### config.mk
export PLATFORM = sky130hd
export DESIGN_NAME = gate_vec_gen
export DESIGN_NICKNAME = d
export VERILOG_FILES = /design/src/rtl/gate_vec_gen.sv
export SDC_FILE = /design/constraint.sdc
export NUM_CORES = 1
export LEC_CHECK = 0
export BUFFER_PORTS_ARGS = -buffer_cell sky130_fd_sc_hd__buf_2
export CAP_MARGIN = 40
export CORE_ASPECT_RATIO = 1.25
export CORE_MARGIN = 2
export CORE_UTILIZATION = 30
export DETAILED_ROUTE_END_ITERATION = 10
export PLACE_DENSITY = 0.49
export SYNTH_ARGS = -nofsm -noshare
export SYNTH_HDL_FRONTEND = slang
export SYNTH_SLANG_ARGS = --single-unit
export TNS_END_PERCENT = 100
### constraint.sdc
create_clock -name clk -period 2 [get_ports clk]
set_input_delay 0 -clock clk [delete_from_list [all_inputs] [get_ports clk]]
set_output_delay 0 -clock clk [all_outputs]
set_load 0.02 [all_outputs]
### src/rtl/gate_vec_gen.sv
// Stimulus generator that steps the four {b,a} combinations of a two-input gate,
// holding each for DWELL_CYCLES clocks. Define GATE_VEC_GRAY_EN for Gray-ordered vectors.
module gate_vec_gen #(
  parameter int DWELL_CYCLES = 10,
  parameter int LOOP_CNT_W   = 8
) (
  input  logic                  clk,
  input  logic                  reset,
  input  logic                  start,
  input  logic                  stop,
  input  logic                  loop,
  output logic                  a,
  output logic                  b,
  output logic [1:0]            vec_idx,
  output logic                  valid,
  output logic                  busy,
  output logic                  done,
  output logic [LOOP_CNT_W-1:0] loop_cnt
);

  localparam int CNT_W = $clog2(DWELL_CYCLES + 1);
  localparam logic [CNT_W-1:0] CNT_LAST = CNT_W'(DWELL_CYCLES - 1);

  typedef enum logic [1:0] {S_IDLE, S_RUN, S_DONE} state_t;

  state_t           state;
  logic [CNT_W-1:0] cnt;

  // Returns {b,a} for a step number.
  function automatic logic [1:0] vec_map(input logic [1:0] idx);
`ifdef GATE_VEC_GRAY_EN
    vec_map = idx ^ {1'b0, idx[1]};
`else
    vec_map = idx;
`endif
  endfunction

  logic [1:0] next_ab;
  assign next_ab = vec_map(vec_idx + 2'd1);

  always_ff @(posedge clk or posedge reset) begin
    if (reset) begin
      state    <= S_IDLE;
      a        <= 1'b0;
      b        <= 1'b0;
      vec_idx  <= 2'd0;
      valid    <= 1'b0;
      busy     <= 1'b0;
      done     <= 1'b0;
      loop_cnt <= '0;
      cnt      <= '0;
    end else begin
      case (state)
        S_IDLE: begin
          done <= 1'b0;
          if (start && !stop) begin
            state    <= S_RUN;
            vec_idx  <= 2'd0;
            {b, a}   <= vec_map(2'd0);
            valid    <= 1'b1;
            busy     <= 1'b1;
            cnt      <= '0;
            loop_cnt <= '0;
          end
        end
        S_RUN: begin
          if (stop) begin
            // Abort: no done pulse, loop_cnt keeps the passes completed so far.
            state   <= S_IDLE;
            {b, a}  <= 2'b00;
            vec_idx <= 2'd0;
            valid   <= 1'b0;
            busy    <= 1'b0;
            cnt     <= '0;
          end else if (cnt == CNT_LAST) begin
            cnt <= '0;
            if (vec_idx != 2'd3) begin
              vec_idx <= vec_idx + 2'd1;
              {b, a}  <= next_ab;
            end else if (loop) begin
              vec_idx <= 2'd0;
              {b, a}  <= vec_map(2'd0);
              if (loop_cnt != '1) loop_cnt <= loop_cnt + 1'b1;
            end else begin
              state   <= S_DONE;
              done    <= 1'b1;
              valid   <= 1'b0;
              busy    <= 1'b0;
              {b, a}  <= 2'b00;
              vec_idx <= 2'd0;
            end
          end else begin
            cnt <= cnt + 1'b1;
          end
        end
        S_DONE: begin
          state <= S_IDLE;
          done  <= 1'b0;
        end
        default: begin
          state <= S_IDLE;
          done  <= 1'b0;
        end
      endcase
    end
  end

endmodule

==> impl_metrics.prom, run 1 <==
# TYPE chip_impl_metric gauge
chip_impl_info{name="status",value="completed"} 1
chip_impl_metric{name="detail_route.drc_violations",unit=""} 0
chip_impl_metric{name="timing.fmax",unit="MHz"} 533
chip_impl_metric{name="nets",unit=""} 141
chip_impl_metric{name="setup_tns",unit="ps"} 0
chip_impl_metric{name="worst_hold_path.num_cells",unit=""} 2
chip_impl_metric{name="final-hold-violation-count",unit=""} 0
chip_impl_metric{name="routed_wirelength",unit="um"} 2500
chip_impl_metric{name="boundaryPins",unit=""} 20
chip_impl_metric{name="dp_hpwl",unit="um"} 1840
chip_impl_info{name="worst_r2r_endpoint",value="loop_cnt[5]"} 1
chip_impl_metric{name="antenna_found_initial",unit=""} 0
chip_impl_info{name="hold_path_class",value="primary input to flip-flop"} 1
chip_impl_metric{name="yosysWarningCount",unit=""} 0
chip_impl_info{name="critPathLaunchType",value="flip-flop"} 1
chip_impl_metric{name="gpl.final_weighted_congestion",unit=""} 0.766
chip_impl_metric{name="start_util",unit="%"} 31.0
chip_impl_metric{name="finalMaxSlewViolations",unit=""} 0
chip_impl_metric{name="grt_first_pass_wirelength",unit="um"} 4310
chip_impl_info{name="rsz0062_at_grt",value="false"} 1
chip_impl_metric{name="detail_route.vias_per_cell",unit=""} 5.26
chip_impl_metric{name="antenna_cells_inserted",unit=""} 0
chip_impl_metric{name="ys_seq_elements",unit=""} 18
chip_impl_metric{name="htree_num_levels",unit=""} 1
chip_impl_info{name="critical_path.startpoint",value="cnt[1]"} 1
chip_impl_metric{name="ff2ff_path_depth",unit=""} 6
chip_impl_metric{name="synthesis.nets",unit=""} 119
chip_impl_metric{name="synth.avg_cell_area",unit="um2"} 9.63
chip_impl_metric{name="cts_post_setup_buffers_inserted",unit=""} 0
chip_impl_metric{name="path_max_fanout",unit=""} 7
chip_impl_metric{name="overall_overflow_remaining_after_global_route",unit=""} 0
chip_impl_metric{name="cts.clk_slew.worst_paths",unit="ps"} 70
chip_impl_metric{name="maxCapViolCount",unit=""} 0
chip_impl_metric{name="grt_max_degree",unit=""} 19
chip_impl_metric{name="post_drt_wl_per_cell",unit="um"} 14.7
chip_impl_metric{name="clock_path_buffers",unit=""} 2
chip_impl_info{name="top_ff_cell_synth",value="dfrtp_1"} 1
chip_impl_metric{name="areaGrowthSynthToFinish",unit="%"} 19.1
chip_impl_metric{name="powerDensity",unit="nW/um2"} 635
chip_impl_metric{name="ir_worst_vdd",unit="mV"} 0.301
chip_impl_metric{name="placed_cell_areas",unit="um2"} 1190
chip_impl_info{name="launch_point_of_the_worst_reg_to_reg_path",value="cnt[1]"} 1
chip_impl_metric{name="worstPathArrival",unit="ps"} 2020
chip_impl_metric{name="numCtsBuffers",unit=""} 3
chip_impl_metric{name="final_core_util",unit="%"} 36.9
chip_impl_metric{name="die_h",unit="um"} 70.5
chip_impl_metric{name="die_area",unit="um2"} 4030
chip_impl_metric{name="detail-route-antenna-nets",unit=""} 0
chip_impl_info{name="critical_path_start_end_classification",value="flip-flop to flip-flop"} 1
chip_impl_info{name="cts_tree",value="done"} 1
chip_impl_metric{name="rrSetupSlack",unit="ps"} 120
chip_impl_metric{name="edff_count_synth",unit=""} 0
chip_impl_metric{name="drt-pass1-iter-count",unit=""} 4
chip_impl_metric{name="async_flop_share",unit="%"} 100
chip_impl_metric{name="worst_skew_pair.late_latency",unit="ps"} 260
chip_impl_metric{name="chipWidth",unit="um"} 57.2
chip_impl_metric{name="grtUsageTotal",unit="%"} 13.8
chip_impl_metric{name="dr.first_iter.drc_count",unit=""} 47
chip_impl_info{name="cp-end-kind",value="flip-flop"} 1
chip_impl_metric{name="tritoncts_num_sinks",unit=""} 18
chip_impl_metric{name="vias_in_the_first_global_route",unit=""} 883
chip_impl_metric{name="finalSetupViolations",unit=""} 0
chip_impl_metric{name="worst_pin_slew",unit="ps"} 726
chip_impl_info{name="cts_root_buf",value="clkbuf_8"} 1
chip_impl_metric{name="ys_types",unit=""} 39
chip_impl_metric{name="drive_gt1_share",unit="%"} 26.7
chip_impl_metric{name="post_synth_inst_count",unit=""} 110
chip_impl_metric{name="stdcell_area",unit="um2"} 1260
chip_impl_metric{name="synth.cell_area",unit="um2"} 1060
chip_impl_info{name="holdCritStartpoint",value="loop"} 1
chip_impl_metric{name="via_count",unit=""} 894
chip_impl_metric{name="leakagePower",unit="nW"} 0.601
chip_impl_metric{name="buffer_ports.inserted",unit=""} 19
chip_impl_metric{name="core-area",unit="um2"} 3420
chip_impl_metric{name="floorplan.rows",unit=""} 24
chip_impl_metric{name="final_critical_path_share_of_the_clock_period",unit="%"} 93.8
chip_impl_metric{name="skew",unit="ps"} 2.64
chip_impl_info{name="worstSetupEndpoint",value="loop_cnt[5]"} 1
chip_impl_info{name="final_cell_mix",value="buf_2, dfrtp_1, o21ai_0"} 1
chip_impl_metric{name="proportion_of_synthesized_chip_area_in_sequential_cells",unit="%"} 42.5
chip_impl_metric{name="max_slew_margin",unit="%"} 51.5
chip_impl_metric{name="post-route-min-period",unit="ps"} 1880
chip_impl_metric{name="worst-endpoint-required",unit="ps"} 2150
chip_impl_info{name="final_common_cell",value="buf_2"} 1
chip_impl_metric{name="power.total",unit="mW"} 0.801
where the power goes:
group,total [mW],switching (mW),internal [mW]
clock,0.303,0.128,0.175
combinational,0.109,0.0680,0.0407
sequential,0.390,0.0135,0.376
cell usage after synthesis, types with 2 or more instances:
library cell	count	area [um2]
o21ai_0	11	55.1
a22o_1	2	17.5
ha_1	4	50.1
mux2_2	2	22.5
or4_1	2	15.0
a21o_1	3	22.5
a21oi_1	2	10.0
nand2b_1	2	12.5
nor2_1	7	26.3
nor3_1	4	20.0
nand2_1	10	37.5
nand3_1	7	35.0
dfrtp_1	18	450
o31ai_1	3	22.5
nor2b_1	2	12.5
buf_4	3	22.5
inv_1	4	15.0
nor4_1	2	12.5
mux2i_1	2	20.0
kinds of logic after synthesis:
family	Yosys count	share of synthesized area (%)
AO/OA/AOI/OAI	28	19.6
buffers and inverters	10	4.72
adder cells (fa/ha/maj)	4	4.72
multiplexers	5	5.43
flip-flops	18	42.5
AND/OR/NAND/NOR	45	23.0
per-layer routing:
metal / global-route usage, % / wire (um) / vias to the layer above
met5: 0 / 0 / -
met4: 4.65 / 42 / 0
met3: 3.33 / 116 / 5
met2: 23.8 / 1250 / 23
met1: 16.5 / 1090 / 425
li1: - / - / 441
through the flow:
stage | cells | setup slack (ps) | hold WS, ps
2_1_floorplan | 110 | 144 | -61.4
5_1_grt | 170 | 7.08 | 92.1
6_report | 170 | 123 | 80.6
3_3_place_gp | 165 | 148 | 169
3_5_place_dp | 165 | 93.9 | 183
4_1_cts | 170 | 81.3 | 69.6
flip-flops by register name (all words and copies together), names as in the netlist:
register,cells
busy,1
a,1
state,2
b,1
done,1
cnt,4
loop_cnt,8
worst min-delay path by stage:
| stage | slack [ps] | to |
|---|---|---|
| 2_1_floorplan | -60 | a |
| 3_3_place_gp | 170 | cnt[2] |
| 3_5_place_dp | 180 | done |
| 4_1_cts | 70 | state[1] |
| 5_1_grt | 90 | state[1] |
| 6_report | 80 | state[1] |
area by class of cell:
type | count | area [um2]
fill | 365 | 2160
multi-input combinational | 82 | 566
sequential | 18 | 450
timing repair buffer | 23 | 128
clock buffer | 4 | 55.1
tap | 39 | 48.8
inverter | 4 | 15.0
worst max-delay path, stage by stage, from the launching register on:
cell,delay (ps)
dfrtp_1,410
inv_1,60
ha_1,170
and4b_1,330
o311ai_4,170
nor4_2,260
mux2_2,360
what timing repair did:
action,in CTS,in global routing
endpoints found under the hold margin,18,0
resized for setup,0,1
endpoints found under the setup margin,0,1
hold buffers,1,0
Note: power is estimated with default switching activity, not from simulation.
==> run 2: changes to the inputs <==
--- a/config.mk
+++ b/config.mk
@@ -10,6 +10,7 @@
 export CORE_ASPECT_RATIO = 1.25
 export CORE_MARGIN = 2
 export CORE_UTILIZATION = 30
+export CTS_BUF_LIST = sky130_fd_sc_hd__clkbuf_16
 export DETAILED_ROUTE_END_ITERATION = 10
 export PLACE_DENSITY = 0.49
 export SYNTH_ARGS = -nofsm -noshare
==> run 2 against run 1 <==
Non-clock buffer count did not move. Sequential power is essentially flat. Global-route usage grew 0.076 points. Flip-flop and latch count unchanged. Worst hold slack gained 5.1 ps. Power grew 13%. Largest cell class unchanged. Routed wire length fell by 0.28%. Combinational power hardly changed. Clock skew shrank 0.92 ps.
==> impl_metrics.prom, run 2 (synthesis results as in run 1) <==
# TYPE chip_impl_metric gauge
chip_impl_metric{name="tritoncts_num_sinks",unit=""} 18
chip_impl_metric{name="drt-pass1-iter-count",unit=""} 4
chip_impl_metric{name="nets",unit=""} 141
chip_impl_info{name="final_cell_mix",value="buf_2, dfrtp_1, o21ai_0"} 1
chip_impl_metric{name="largest_reg_flops",unit=""} 8
chip_impl_metric{name="chipWidth",unit="um"} 57.2
chip_impl_metric{name="max_slew_margin",unit="%"} 51.3
chip_impl_metric{name="numCtsBuffers",unit=""} 3
chip_impl_info{name="status",value="completed"} 1
chip_impl_metric{name="timing.fmax",unit="MHz"} 535
chip_impl_metric{name="detail-route-antenna-nets",unit=""} 0
chip_impl_metric{name="gpl.final_weighted_congestion",unit=""} 0.766
chip_impl_metric{name="buffer_ports.inserted",unit=""} 19
chip_impl_metric{name="post-route-min-period",unit="ps"} 1870
chip_impl_metric{name="powerDensity",unit="nW/um2"} 702
chip_impl_metric{name="worst_pin_slew",unit="ps"} 729
chip_impl_info{name="largest_register",value="loop_cnt"} 1
chip_impl_info{name="rsz0062_at_grt",value="false"} 1
chip_impl_metric{name="fin_ws",unit="ps"} 131
chip_impl_metric{name="areaGrowthSynthToFinish",unit="%"} 21.4
chip_impl_metric{name="final-hold-violation-count",unit=""} 0
chip_impl_metric{name="skew",unit="ps"} 1.73
chip_impl_metric{name="dr.first_iter.drc_count",unit=""} 41
chip_impl_metric{name="finalMaxSlewViolations",unit=""} 0
chip_impl_metric{name="grt_max_degree",unit=""} 19
chip_impl_metric{name="worst_skew_pair.late_latency",unit="ps"} 250
chip_impl_metric{name="antenna_cells_inserted",unit=""} 0
chip_impl_metric{name="vias_in_the_first_global_route",unit=""} 888
chip_impl_info{name="hold_path_class",value="primary input to flip-flop"} 1
chip_impl_metric{name="maxCapViolCount",unit=""} 0
chip_impl_info{name="critical_path.startpoint",value="cnt[1]"} 1
chip_impl_metric{name="worstPathArrival",unit="ps"} 2000
chip_impl_metric{name="clock_path_buffers",unit=""} 2
chip_impl_metric{name="grt_first_pass_wirelength",unit="um"} 4330
chip_impl_info{name="critical_path_start_end_classification",value="flip-flop to flip-flop"} 1
chip_impl_metric{name="routed_wirelength",unit="um"} 2500
chip_impl_metric{name="cts_post_setup_buffers_inserted",unit=""} 0
chip_impl_metric{name="die_area",unit="um2"} 4030
chip_impl_metric{name="detail_route.drc_violations",unit=""} 0
chip_impl_metric{name="setup_tns",unit="ps"} 0
chip_impl_metric{name="floorplan.rows",unit=""} 24
chip_impl_metric{name="worst-endpoint-required",unit="ps"} 2130
chip_impl_info{name="reg_top3",value="loop_cnt (8), cnt (4), state (2)"} 1
chip_impl_metric{name="worst_setup_timing_slack_at_the_placement_stage",unit="ps"} 93.9
chip_impl_metric{name="grtUsageTotal",unit="%"} 13.9
chip_impl_info{name="cts_tree",value="done"} 1
chip_impl_metric{name="final_cell_count_no_fill",unit=""} 170
chip_impl_metric{name="antenna_found_initial",unit=""} 0
chip_impl_info{name="final_common_cell",value="buf_2"} 1
chip_impl_metric{name="start_util",unit="%"} 31.0
chip_impl_info{name="launch_point_of_the_worst_reg_to_reg_path",value="cnt[1]"} 1
chip_impl_metric{name="drive_gt1_share",unit="%"} 26.0
chip_impl_metric{name="post-place-cells",unit=""} 165
chip_impl_metric{name="post_drt_wl_per_cell",unit="um"} 14.7
chip_impl_metric{name="ir_worst_vdd",unit="mV"} 0.350
chip_impl_metric{name="cts.clk_slew.worst_paths",unit="ps"} 50
chip_impl_metric{name="detail_route.vias_per_cell",unit=""} 5.28
chip_impl_info{name="cp-end-kind",value="flip-flop"} 1
chip_impl_metric{name="via_count",unit=""} 897
chip_impl_info{name="holdCritStartpoint",value="loop"} 1
chip_impl_info{name="cts_root_buf",value="clkbuf_16"} 1
chip_impl_metric{name="core-area",unit="um2"} 3420
chip_impl_metric{name="path_max_fanout",unit=""} 7
chip_impl_metric{name="overall_overflow_remaining_after_global_route",unit=""} 0
chip_impl_metric{name="leakagePower",unit="nW"} 0.611
chip_impl_metric{name="die_h",unit="um"} 70.5
chip_impl_metric{name="final_critical_path_share_of_the_clock_period",unit="%"} 93.5
chip_impl_metric{name="power.total",unit="mW"} 0.903
chip_impl_metric{name="htree_num_levels",unit=""} 1
chip_impl_info{name="critPathLaunchType",value="flip-flop"} 1
chip_impl_metric{name="dp_hpwl",unit="um"} 1840
chip_impl_metric{name="boundaryPins",unit=""} 20
chip_impl_metric{name="finalSetupViolations",unit=""} 0
## run 2: cell type report
type                       instances  area [um2]
fill                             362        2140
multi-input combinational         82         566
sequential                        18         450
timing repair buffer              23         128
clock buffer                       3        75.1
tap                               39        48.8
inverter                           4        15.0
clock inverter                     1        3.75
## run 2: worst max-delay path, cell delays in order, from the launching register on
cell,delay (ps)
dfrtp_1,400
inv_1,60
ha_1,170
and4b_1,330
o311ai_4,170
nor4_2,260
mux2_2,360
## run 2: metal layers
layer	part of all wire, %	track usage [%]	vias up	wire, um
met3	4.6	3.33	4	115
met1	44	16.8	430	1100
li1	-	-	441	-
met4	1.4	4.65	0	34
met2	50	23.8	22	1250
met5	0	0	-	0
## run 2: path summary, 6_finish.rpt
check                           slack [ps]           to  cells after the start
worst max-delay path                   130  loop_cnt[5]                      6
worst min-delay path                    90     state[1]                      2
worst max register to register         130  loop_cnt[5]                      6
worst min register to register         480         done                      1
max in group asynchronous             1120  loop_cnt[0]                      3
min in group asynchronous              420       cnt[3]                      3
## run 2: per-stage QoR
step | hold WS [ps] | util, % | area [um2]
6_report | 85.8 | 37.6 | 1290
5_1_grt | 110 | 37.6 | 1290
4_1_cts | 87.1 | 37.4 | 1280
3_5_place_dp | 183 | 34.8 | 1190
3_3_place_gp | 169 | 34.8 | 1190
2_1_floorplan | -61.4 | - | 1060
## run 2: timing repair
item,CTS,global route
gates resized for setup,0,1
setup endpoints to repair,0,1
hold buffers,1,0
endpoints found under the hold margin,18,0
## run 2: where the power goes
part	switching [mW]	internal, mW	total, mW
Sequential	0.0135	0.377	0.391
Combinational	0.0682	0.0407	0.109
Clock	0.138	0.266	0.403
